--- src/rtl/qpu_exu_lsu_ctrl.sv ---
// QPU load/store unit: EXU issue, shared-ALU address generation, in-order outstanding ICB traffic.
// Optional macro QPU_LSU_MISALGN_CHK_EN traps misaligned accesses instead of aligning them down.
module qpu_exu_lsu_ctrl #(
   parameter int XLEN       = 32,
   parameter int ADDR_W     = 16,
   parameter int OUTS_DEPTH = 2,
   parameter int RDIDX_W    = 5
) (
   input  logic               clk,
   input  logic               rst_n,
   input  logic               lsu_i_valid,
   output logic               lsu_i_ready,
   input  logic [XLEN-1:0]    lsu_i_rs1,
   input  logic [XLEN-1:0]    lsu_i_rs2,
   input  logic [XLEN-1:0]    lsu_i_imm,
   input  logic               lsu_i_load,
   input  logic               lsu_i_store,
   input  logic [1:0]         lsu_i_size,
   input  logic               lsu_i_usign,
   input  logic [RDIDX_W-1:0] lsu_i_rdidx,
   output logic               lsu_o_valid,
   input  logic               lsu_o_ready,
   output logic [XLEN-1:0]    lsu_o_wbck_wdat,
   output logic [RDIDX_W-1:0] lsu_o_rdidx,
   output logic               lsu_o_rdwen,
   output logic               lsu_o_misalgn,
   output logic               lsu_o_buserr,
   output logic               lsu_icb_cmd_valid,
   input  logic               lsu_icb_cmd_ready,
   output logic [ADDR_W-1:0]  lsu_icb_cmd_addr,
   output logic               lsu_icb_cmd_read,
   output logic [XLEN-1:0]    lsu_icb_cmd_wdata,
   output logic [XLEN/8-1:0]  lsu_icb_cmd_wmask,
   input  logic               lsu_icb_rsp_valid,
   output logic               lsu_icb_rsp_ready,
   input  logic [XLEN-1:0]    lsu_icb_rsp_rdata,
   input  logic               lsu_icb_rsp_err,
   output logic [XLEN-1:0]    lsu_req_alu_op1,
   output logic [XLEN-1:0]    lsu_req_alu_op2,
   input  logic [XLEN-1:0]    lsu_req_alu_res
);
   localparam int MASK_W = XLEN / 8;
   localparam int PTR_W  = (OUTS_DEPTH > 1) ? $clog2(OUTS_DEPTH) : 1;
   localparam int CNT_W  = $clog2(OUTS_DEPTH + 1);
   localparam int ENT_W  = RDIDX_W + 6;

   function automatic logic [XLEN-1:0] ld_extend(input logic [XLEN-1:0] data,
                                                 input logic [1:0] size, input logic usign);
      logic [XLEN-1:0] r;
      case (size)
         2'b00:   r = usign ? {{(XLEN-8){1'b0}}, data[7:0]}   : {{(XLEN-8){data[7]}}, data[7:0]};
         2'b01:   r = usign ? {{(XLEN-16){1'b0}}, data[15:0]} : {{(XLEN-16){data[15]}}, data[15:0]};
         default: r = data;
      endcase
      return r;
   endfunction

   function automatic logic [PTR_W-1:0] ptr_inc(input logic [PTR_W-1:0] p);
      return (p == PTR_W'(OUTS_DEPTH - 1)) ? '0 : p + 1'b1;
   endfunction

   logic [ADDR_W-1:0]  addr_raw, addr_eff;
   logic               is_ldst, is_half, is_word, misalgn, exc_vld;
   logic               active_q;
   logic [PTR_W-1:0]   wptr_q, wptr_d, rptr_q, rptr_d;
   logic [CNT_W-1:0]   cnt_q, cnt_d;
   logic [ENT_W-1:0]   fifo_mem [OUTS_DEPTH];
   logic               fifo_empty, fifo_full, push, pop, rsp_vld;
   logic               hd_load, hd_usign;
   logic [1:0]         hd_size, hd_off;
   logic [RDIDX_W-1:0] hd_rdidx;
   logic [XLEN-1:0]    hd_data;
   logic               unused_alu_hi;

   assign lsu_req_alu_op1 = lsu_i_rs1;
   assign lsu_req_alu_op2 = lsu_i_imm;
   assign addr_raw        = lsu_req_alu_res[ADDR_W-1:0];
   assign unused_alu_hi   = ^lsu_req_alu_res[XLEN-1:ADDR_W];
   assign is_ldst         = lsu_i_load | lsu_i_store;
   assign is_half         = (lsu_i_size == 2'b01);
   assign is_word         = lsu_i_size[1];

`ifdef QPU_LSU_MISALGN_CHK_EN
   logic               exc_vld_q, exc_take;
   logic [RDIDX_W-1:0] exc_rdidx_q;

   assign misalgn  = (is_half & addr_raw[0]) | (is_word & (addr_raw[1:0] != 2'b00));
   assign addr_eff = addr_raw;
   assign exc_vld  = exc_vld_q;
   assign exc_take = lsu_i_valid & lsu_i_ready & is_ldst & misalgn;

   // Misaligned ops only enter with an empty FIFO, so commit order is preserved.
   always_ff @(posedge clk or negedge rst_n) begin
      if (!rst_n) begin
         exc_vld_q <= 1'b0;
      end else if (exc_take) begin
         exc_vld_q <= 1'b1;
      end else if (lsu_o_valid & lsu_o_ready) begin
         exc_vld_q <= 1'b0;
      end
   end

   always_ff @(posedge clk) begin
      if (exc_take) exc_rdidx_q <= lsu_i_rdidx;
   end

   assign lsu_o_rdidx = exc_vld_q ? exc_rdidx_q : hd_rdidx;
`else
   assign misalgn     = 1'b0;
   assign exc_vld     = 1'b0;
   assign addr_eff    = {addr_raw[ADDR_W-1:2], addr_raw[1] & ~is_word,
                         addr_raw[0] & ~is_half & ~is_word};
   assign lsu_o_rdidx = hd_rdidx;
`endif

   assign fifo_empty = (cnt_q == '0);
   assign lsu_icb_rsp_ready = lsu_o_ready & ~fifo_empty;
   assign pop        = lsu_icb_rsp_valid & lsu_icb_rsp_ready;
   // A pop in the same cycle frees the slot, letting a new command issue alongside it.
   assign fifo_full  = (cnt_q == CNT_W'(OUTS_DEPTH)) & ~pop;

   assign lsu_icb_cmd_valid = active_q & lsu_i_valid & is_ldst & ~misalgn & ~fifo_full & ~exc_vld;
   assign lsu_i_ready = ~active_q ? 1'b0 :
                        ~is_ldst  ? 1'b1 :
                        misalgn   ? (fifo_empty & ~exc_vld) :
                                    (lsu_icb_cmd_ready & ~fifo_full & ~exc_vld);
   assign push = lsu_icb_cmd_valid & lsu_icb_cmd_ready;

   assign lsu_icb_cmd_addr = addr_eff;
   assign lsu_icb_cmd_read = lsu_i_load;

   always_comb begin
      lsu_icb_cmd_wdata = lsu_i_rs2;
      lsu_icb_cmd_wmask = '1;
      case (lsu_i_size)
         2'b00: begin
            lsu_icb_cmd_wdata = {(XLEN/8){lsu_i_rs2[7:0]}};
            lsu_icb_cmd_wmask = MASK_W'(4'b0001) << addr_eff[1:0];
         end
         2'b01: begin
            lsu_icb_cmd_wdata = {(XLEN/16){lsu_i_rs2[15:0]}};
            lsu_icb_cmd_wmask = MASK_W'(4'b0011) << addr_eff[1:0];
         end
         default: ;
      endcase
      if (lsu_i_load) lsu_icb_cmd_wmask = '0;
   end

   always_comb begin
      wptr_d = push ? ptr_inc(wptr_q) : wptr_q;
      rptr_d = pop  ? ptr_inc(rptr_q) : rptr_q;
      cnt_d  = cnt_q;
      case ({push, pop})
         2'b10:   cnt_d = cnt_q + 1'b1;
         2'b01:   cnt_d = cnt_q - 1'b1;
         default: ;
      endcase
   end

   always_ff @(posedge clk or negedge rst_n) begin
      if (!rst_n) begin
         active_q <= 1'b0;
         wptr_q   <= '0;
         rptr_q   <= '0;
         cnt_q    <= '0;
      end else begin
         active_q <= 1'b1;
         wptr_q   <= wptr_d;
         rptr_q   <= rptr_d;
         cnt_q    <= cnt_d;
      end
   end

   always_ff @(posedge clk) begin
      if (push) fifo_mem[wptr_q] <= {lsu_i_load, lsu_i_size, lsu_i_usign, lsu_i_rdidx, addr_eff[1:0]};
   end

   assign {hd_load, hd_size, hd_usign, hd_rdidx, hd_off} = fifo_mem[rptr_q];
   assign hd_data = lsu_icb_rsp_rdata >> {hd_off, 3'b000};
   assign rsp_vld = lsu_icb_rsp_valid & ~fifo_empty & ~exc_vld;

   assign lsu_o_valid     = exc_vld | (lsu_icb_rsp_valid & ~fifo_empty);
   assign lsu_o_rdwen     = rsp_vld & hd_load & ~lsu_icb_rsp_err;
   assign lsu_o_wbck_wdat = lsu_o_rdwen ? ld_extend(hd_data, hd_size, hd_usign) : '0;
   assign lsu_o_buserr    = rsp_vld & lsu_icb_rsp_err;
   assign lsu_o_misalgn   = exc_vld;
endmodule

--- config.mk ---
export PLATFORM = sky130hd
export DESIGN_NAME = qpu_exu_lsu_ctrl
export DESIGN_NICKNAME = d
export VERILOG_FILES = /design/src/rtl/qpu_exu_lsu_ctrl.sv
export SDC_FILE = /design/constraint.sdc
export NUM_CORES = 1
export LEC_CHECK = 0
export CAP_MARGIN = 20
export CELL_PAD_IN_SITES_DETAIL_PLACEMENT = 1
export CELL_PAD_IN_SITES_GLOBAL_PLACEMENT = 1
export CORE_AREA = 2 2 132 134
export DETAILED_ROUTE_END_ITERATION = 10
export DIE_AREA = 0 0 134 136
export HOLD_SLACK_MARGIN = 0.15
export PLACE_DENSITY_LB_ADDON = 0.1
export SLEW_MARGIN = 20
export SYNTH_ARGS = -nofsm -noshare
export SYNTH_HDL_FRONTEND = slang
export SYNTH_SLANG_ARGS = --single-unit
--- constraint.sdc ---
create_clock -name clk -period 7 [get_ports clk]
set_input_delay 1.4 -clock clk [delete_from_list [all_inputs] [get_ports clk]]
set_output_delay 1.4 -clock clk [all_outputs]
set_load 0.05 [all_outputs]
==> impl_metrics.json, run 1 <==
{
  "finalCritPeriodShare_pct": 79.9,
  "path_class": "in2out",
  "antenna_found_initial": 0,
  "die_h_um": 136,
  "initial_core_util_pct": 17.6,
  "place_congestion": 0.715,
  "ys_async_sr_fraction_pct": 18.5,
  "final_common_cell": "clkdlybuf4s50_1",
  "startpoint_type": "input port",
  "hold_path_class": "reg2reg",
  "post-route-min-period_ns": 5.59,
  "grt_pass1_wl_um": 16000,
  "r2r_start": "cnt_q[0]",
  "core_um2": 16900,
  "grt_overflow_total": 0,
  "ios": 338,
  "critPathMostFrequentCell": "clkdlybuf4s50_1",
  "design_area_um2": 4270,
  "syn_inst": 343,
  "status": "completed",
  "grt_setup_unrepaired": "no",
  "clock_sinks": 27,
  "finalClockSkew_ns": 0.00615,
  "max_stage_delay_ns": 0.78,
  "dpl.hpwl_um": 8400,
  "cp_max_fo": 24,
  "synth_edf_count": 22,
  "hold_buffers": 0,
  "yosys.cell_types.count": 40,
  "powerDensity_nw_per_um2": 233,
  "hold_viol": 0,
  "synth_top_area_cell": "buf_4",
  "ys.flop_type": "edfxtp_1",
  "crit_path_cell_trace": "clkdlybuf4s50_1, o21ai_0, or3_1, clkinv_1, and2_1, clkdlybuf4s50_1",
  "cts_tree": "built",
  "synthTopCellsByArea": "buf_4 22%, edfxtp_1 22%, mux2_2 8.7%, mux2i_1 8.4%, dfrtp_1 4.2%",
  "track_usage_pct": 11.1,
  "drtAntennaViolNets": 0,
  "drt-vias-per-instance": 4.25,
  "cts_made_buffers": 3,
  "nets": 588,
  "post_cts_buffers": 0,
  "setup_viol": 0,
  "tightest_slew_ns": 0.968,
  "grt_pass1_vias": 2872,
  "post_dp_cell_area_um2": 4180,
  "dr.pass1.iters": 4,
  "drive_gt1_share_pct": 8.80,
  "clock-root-buffer": "clkbuf_16",
  "fin_util_pct": 25.3,
  "clock.fmax_mhz": 179,
  "cp.required_ns": 5.60,
  "ys_ff_latch": 27,
  "clk_pin_slew_ns": 0.06,
  "fin_tns_setup_ns": 0,
  "slowest_stage": "or3_1",
  "grt_start_max_net_pins": 32,
  "cp_data_arrival_time_ns": 4.19,
  "final_cell_mix": "164 x clkdlybuf4s50_1, 25 x mux2i_1, 23 x nand2_1, 23 x mux2_2, 22 x edfxtp_1",
  "htree_levels": 1,
  "synth_area_per_cell_um2": 8.68,
  "die_x_um": 134,
  "p_leak_nw": 1.50,
  "diodes": 0,
  "drt-initial-drc-count": 57,
  "irDropWorstVdd_mv": 0.0665,
  "worstHoldStart": "wptr_q",
  "worstSetupEndpointType": "output pin",
  "die-area_um2": 18200,
  "drc": 0,
  "syn-num-nets": 521,
  "num_vias": 2693,
  "rows": 48,
  "syn_area_um2": 2980,
  "synth_seq_area_share_pct": 26.4,
  "maxSlewHeadroom_pct": 35.2,
  "critPathLaunch": "lsu_icb_rsp_valid",
  "io_buffers": 164,
  "finalMaxSlewViolations": 0,
  "yosys_warnings": 0,
  "route.detailed.wl_per_inst_um": 16.5,
  "cap_viol_max_count": 0,
  "insertion_delay_ns": 0.26,
  "netlist.area_leader.share_pct": 22.2,
  "area_growth_pct": 43.3,
  "clockBufferDepth": 2,
  "post_cts_resized": 0,
  "drt_wl_total_um": 10500,
  "whs_ns": 0.513
}
## worst max-delay path, delay by kind of cell
kind	cells	cell delay (ns)
buffers and inverters	3	1.62
AND/OR/NAND/NOR	2	1.05
AO/OA/AOI/OAI	1	0.11
## path summary, 6_finish.rpt
| path | slack, ns | cells after the start | end |
|---|---|---|---|
| setup / recovery | 1.41 | 6 | lsu_o_wbck_wdat[7] |
| hold / removal | 0.51 | 1 | wptr_q |
| setup reg to reg | 4.68 | 5 | fifo_mem[0][8] |
| hold reg to reg | 0.51 | 1 | wptr_q |
| max in group asynchronous | 5.41 | 1 | wptr_q |
| min in group asynchronous | 1.37 | 1 | active_q |
## registers in the layout, indices dropped and copies added, names as in the netlist
register / flops
rptr_q: 1
active_q: 1
fifo_mem: 22
wptr_q: 1
cnt_q: 2
## power breakdown
part / total, mW / leakage, nW / internal (mW) / switching, mW
Sequential: 0.231 / 0.258 / 0.193 / 0.0376
Combinational: 0.632 / 1.20 / 0.246 / 0.386
Clock: 0.131 / 0.0371 / 0.0776 / 0.0534
## routing by layer
metal | up-vias | track usage [%] | wire, um
met2 | 169 | 18.8 | 4750
li1 | 1248 | - | -
met5 | - | 0 | 0
met1 | 1260 | 13.5 | 4450
met3 | 16 | 4.44 | 1150
met4 | 0 | 2.19 | 93
## synth_stat cells, types with 2 or more instances
cell / number
nor3_1: 13
clkbuf_1: 9
o21ai_0: 20
a21oi_1: 19
nor2b_1: 12
dfrtp_1: 5
buf_2: 5
inv_1: 6
nand2_1: 23
xnor2_1: 4
a211oi_1: 15
edfxtp_1: 22
a2bb2oi_1: 7
buf_4: 88
o211ai_1: 2
and2_1: 5
mux2_2: 23
buf_6: 2
conb_1: 2
mux2i_1: 25
nor2_1: 17
## kinds of logic (layout without fill, tap and decap cells)
logic type	after synthesis	count (layout)	share of synthesized area, %
xor gates and xnor gates	5	5	1.47
other	2	2	0.252
AOI/OAI and AO/OA	70	70	15.6
buffers and inverters	112	178	25.9
and+or+nand+nor	77	77	12.4
DFF	27	27	26.4
adders and majority gates	1	1	0.420
muxes	49	49	17.6
## stage by stage
step	setup WS (ns)	cells	power, mW
5_1_grt	1.12	634	1.06
6_report	1.41	634	0.994
2_1_floorplan	2.26	343	0.788
3_3_place_gp	1.32	630	0.875
3_5_place_dp	1.28	630	0.877
4_1_cts	1.30	634	1.01
## cell type report
cell class / instances / area (um^2)
Fill cell: 1955 / 12600
Timing Repair Buffer: 167 / 1660
Multi-Input combinational cell: 204 / 1430
Sequential cell: 27 / 786
Tap cell: 225 / 282
Clock buffer: 3 / 75.1
Inverter: 7 / 26.3
Clock inverter: 1 / 7.51
Note: power is estimated with default switching activity, not from simulation.
==> run 2: changes to the inputs <==
--- a/config.mk
+++ b/config.mk
@@ -8,9 +8,10 @@
 export CAP_MARGIN = 20
 export CELL_PAD_IN_SITES_DETAIL_PLACEMENT = 1
 export CELL_PAD_IN_SITES_GLOBAL_PLACEMENT = 1
-export CORE_AREA = 2 2 132 134
+export CORE_ASPECT_RATIO = 1.4
+export CORE_MARGIN = 2
+export CORE_UTILIZATION = 16
 export DETAILED_ROUTE_END_ITERATION = 10
-export DIE_AREA = 0 0 134 136
 export HOLD_SLACK_MARGIN = 0.15
 export PLACE_DENSITY_LB_ADDON = 0.1
 export SLEW_MARGIN = 20
==> constraint.sdc (replaced) <==
create_clock -name clk -period 4.8 [get_ports clk]
set_input_delay 0.96 -clock clk [delete_from_list [all_inputs] [get_ports clk]]
set_output_delay 0.96 -clock clk [all_outputs]
set_load 0.05 [all_outputs]
==> run 2 against run 1 <==
- via count increased by 1.3%
- first-iteration DRC count increased by 19%
- global-route usage increased by 0.073 points
- flip-flop and latch count unchanged
- largest cell class unchanged
- highest routed layer unchanged
==> impl_metrics.json, run 2 (same netlist as run 1, synthesis figures left out) <==
{
  "holdPathStages": 1,
  "ff2ff_setup_slack_ns": 2.89,
  "finalClockSkew_ns": 0.00334,
  "insertion_delay_ns": 0.26,
  "hold_end": "wptr_q",
  "die_h_um": 165,
  "area_growth_pct": 46.9,
  "powerDensity_nw_per_um2": 336,
  "final_common_cell": "clkdlybuf4s50_1",
  "cp_data_arrival_time_ns": 3.21,
  "clk_pin_slew_ns": 0.06,
  "io_buffers": 164,
  "grt_pass1_vias": 3006,
  "fin_ws_ns": 0.634,
  "die-area_um2": 19700,
  "final_cell_mix": "126 x clkdlybuf4s50_1, 34 x buf_4, 25 x mux2i_1",
  "hold_buffers": 0,
  "maxSlewHeadroom_pct": 45.9,
  "clkPwrFrac_pct": 12.9,
  "power.switching_uw": 701,
  "setup_viol": 0,
  "num_vias": 2728,
  "drt-vias-per-instance": 4.15,
  "grt_setup_unrepaired": "no",
  "ios": 338,
  "worstHoldStart": "wptr_q",
  "instances_no_fill": 658,
  "p_int_uw": 769,
  "route.detailed.wl_per_inst_um": 17.4,
  "finalCritPeriodShare_pct": 86.8,
  "grt_start_max_net_pins": 32,
  "drive_gt1_share_pct": 18.6,
  "irDropWorstVdd_mv": 0.101,
  "worstSetupEndpointType": "output pin",
  "drt_wl_total_um": 11500,
  "grt_overflow_total": 0,
  "status": "completed",
  "cap_viol_max_count": 0,
  "nets": 593,
  "place_congestion": 0.773,
  "antenna_found_initial": 0,
  "r2r_cells": 7,
  "drc": 0,
  "hold_path_class": "reg2reg",
  "switching_share_pct": 47.7,
  "tightest_slew_ns": 0.810,
  "path_class": "in2out",
  "track_usage_pct": 11.2,
  "diodes": 0,
  "drt-initial-drc-count": 68,
  "hold_viol": 0,
  "p_comb_share_pct": 65.7,
  "place_ws_ns": 0.593,
  "grt_pass1_wl_um": 17000,
  "dr.pass1.iters": 4,
  "p_seq_share_pct": 21.4,
  "cp.required_ns": 3.84,
  "dp.cells": 654,
  "largest_reg_flops": 22,
  "rows": 59,
  "initial_core_util_pct": 16.1,
  "fin_tns_setup_ns": 0,
  "reg_top3": "fifo_mem: 22 flops, cnt_q: 2 flops",
  "clock-root-buffer": "clkbuf_16",
  "p_leak_nw": 1.63,
  "cts_tree": "built",
  "clock.fmax_mhz": 240,
  "post-route-min-period_ns": 4.17,
  "startpoint_type": "input port",
  "drtAntennaViolNets": 0,
  "post_cts_resized": 0,
  "regMostFlops": "fifo_mem",
  "core_um2": 18500,
  "r2r_start": "cnt_q[0]",
  "cts_made_buffers": 3,
  "r2r-end": "cnt_q[1]",
  "htree_levels": 1,
  "post_cts_buffers": 0,
  "clock_sinks": 27,
  "fin_util_pct": 23.7,
  "dpl.hpwl_um": 9520,
  "die_x_um": 119,
  "cp_max_fo": 24,
  "clockBufferDepth": 2,
  "finalMaxSlewViolations": 0
}
## run 2: worst max-delay path by stage
stage / start / to / cells after the start
after CTS: lsu_icb_rsp_valid / lsu_o_wbck_wdat[1] / 6
after floorplan: lsu_icb_rsp_valid / lsu_o_wbck_wdat[0] / 5
final: lsu_icb_rsp_valid / lsu_o_wbck_wdat[0] / 6
after detailed placement: lsu_i_size[0] / lsu_icb_cmd_wdata[24] / 4
after global placement: lsu_icb_rsp_valid / lsu_o_wbck_wdat[0] / 6
after global routing: lsu_icb_rsp_valid / lsu_o_wbck_wdat[1] / 6
## run 2: area by class of cell
type	count	area, um^2
Inverter	7	26.3
Multi-Input combinational cell	204	1420
Timing Repair Buffer	172	1760
Tap cell	244	305
Sequential cell	27	786
Clock inverter	1	5.00
Fill cell	2188	14100
Clock buffer	3	75.1
## run 2: metal layers
metal | global-route usage, % | up-vias | share of wire (%)
met3 | 3.19 | 33 | 8.9
met4 | 4.44 | 0 | 2.6
met1 | 10.5 | 1260 | 35
met2 | 22.6 | 182 | 53
met5 | 0 | - | 0
li1 | - | 1253 | -
## run 2: worst max-delay path, cell delays in order
cell,delay [ns]
clkdlybuf4s50_1,0.47
o21ai_0,0.09
or3_1,0.37
buf_4,0.24
a211oi_1,0.20
clkdlybuf4s50_1,0.86
## run 2: power groups by stage
stage	registers [mW]	clock network, mW	logic (mW)
6_report	0.315	0.189	0.967
2_1_floorplan	0.310	0	0.839
5_1_grt	0.320	0.205	1.04
3_5_place_dp	0.320	0	0.983
4_1_cts	0.315	0.199	0.988
3_3_place_gp	0.319	0	0.982
## run 2: stage by stage
stage          hold slack, ns  area, um^2  power [mW]
4_1_cts                 0.514        4370        1.50
5_1_grt                 0.549        4370        1.57
2_1_floorplan           0.468        2980        1.15
3_3_place_gp            0.494        4290        1.30
3_5_place_dp            0.499        4290        1.30
6_report                0.510        4370        1.47
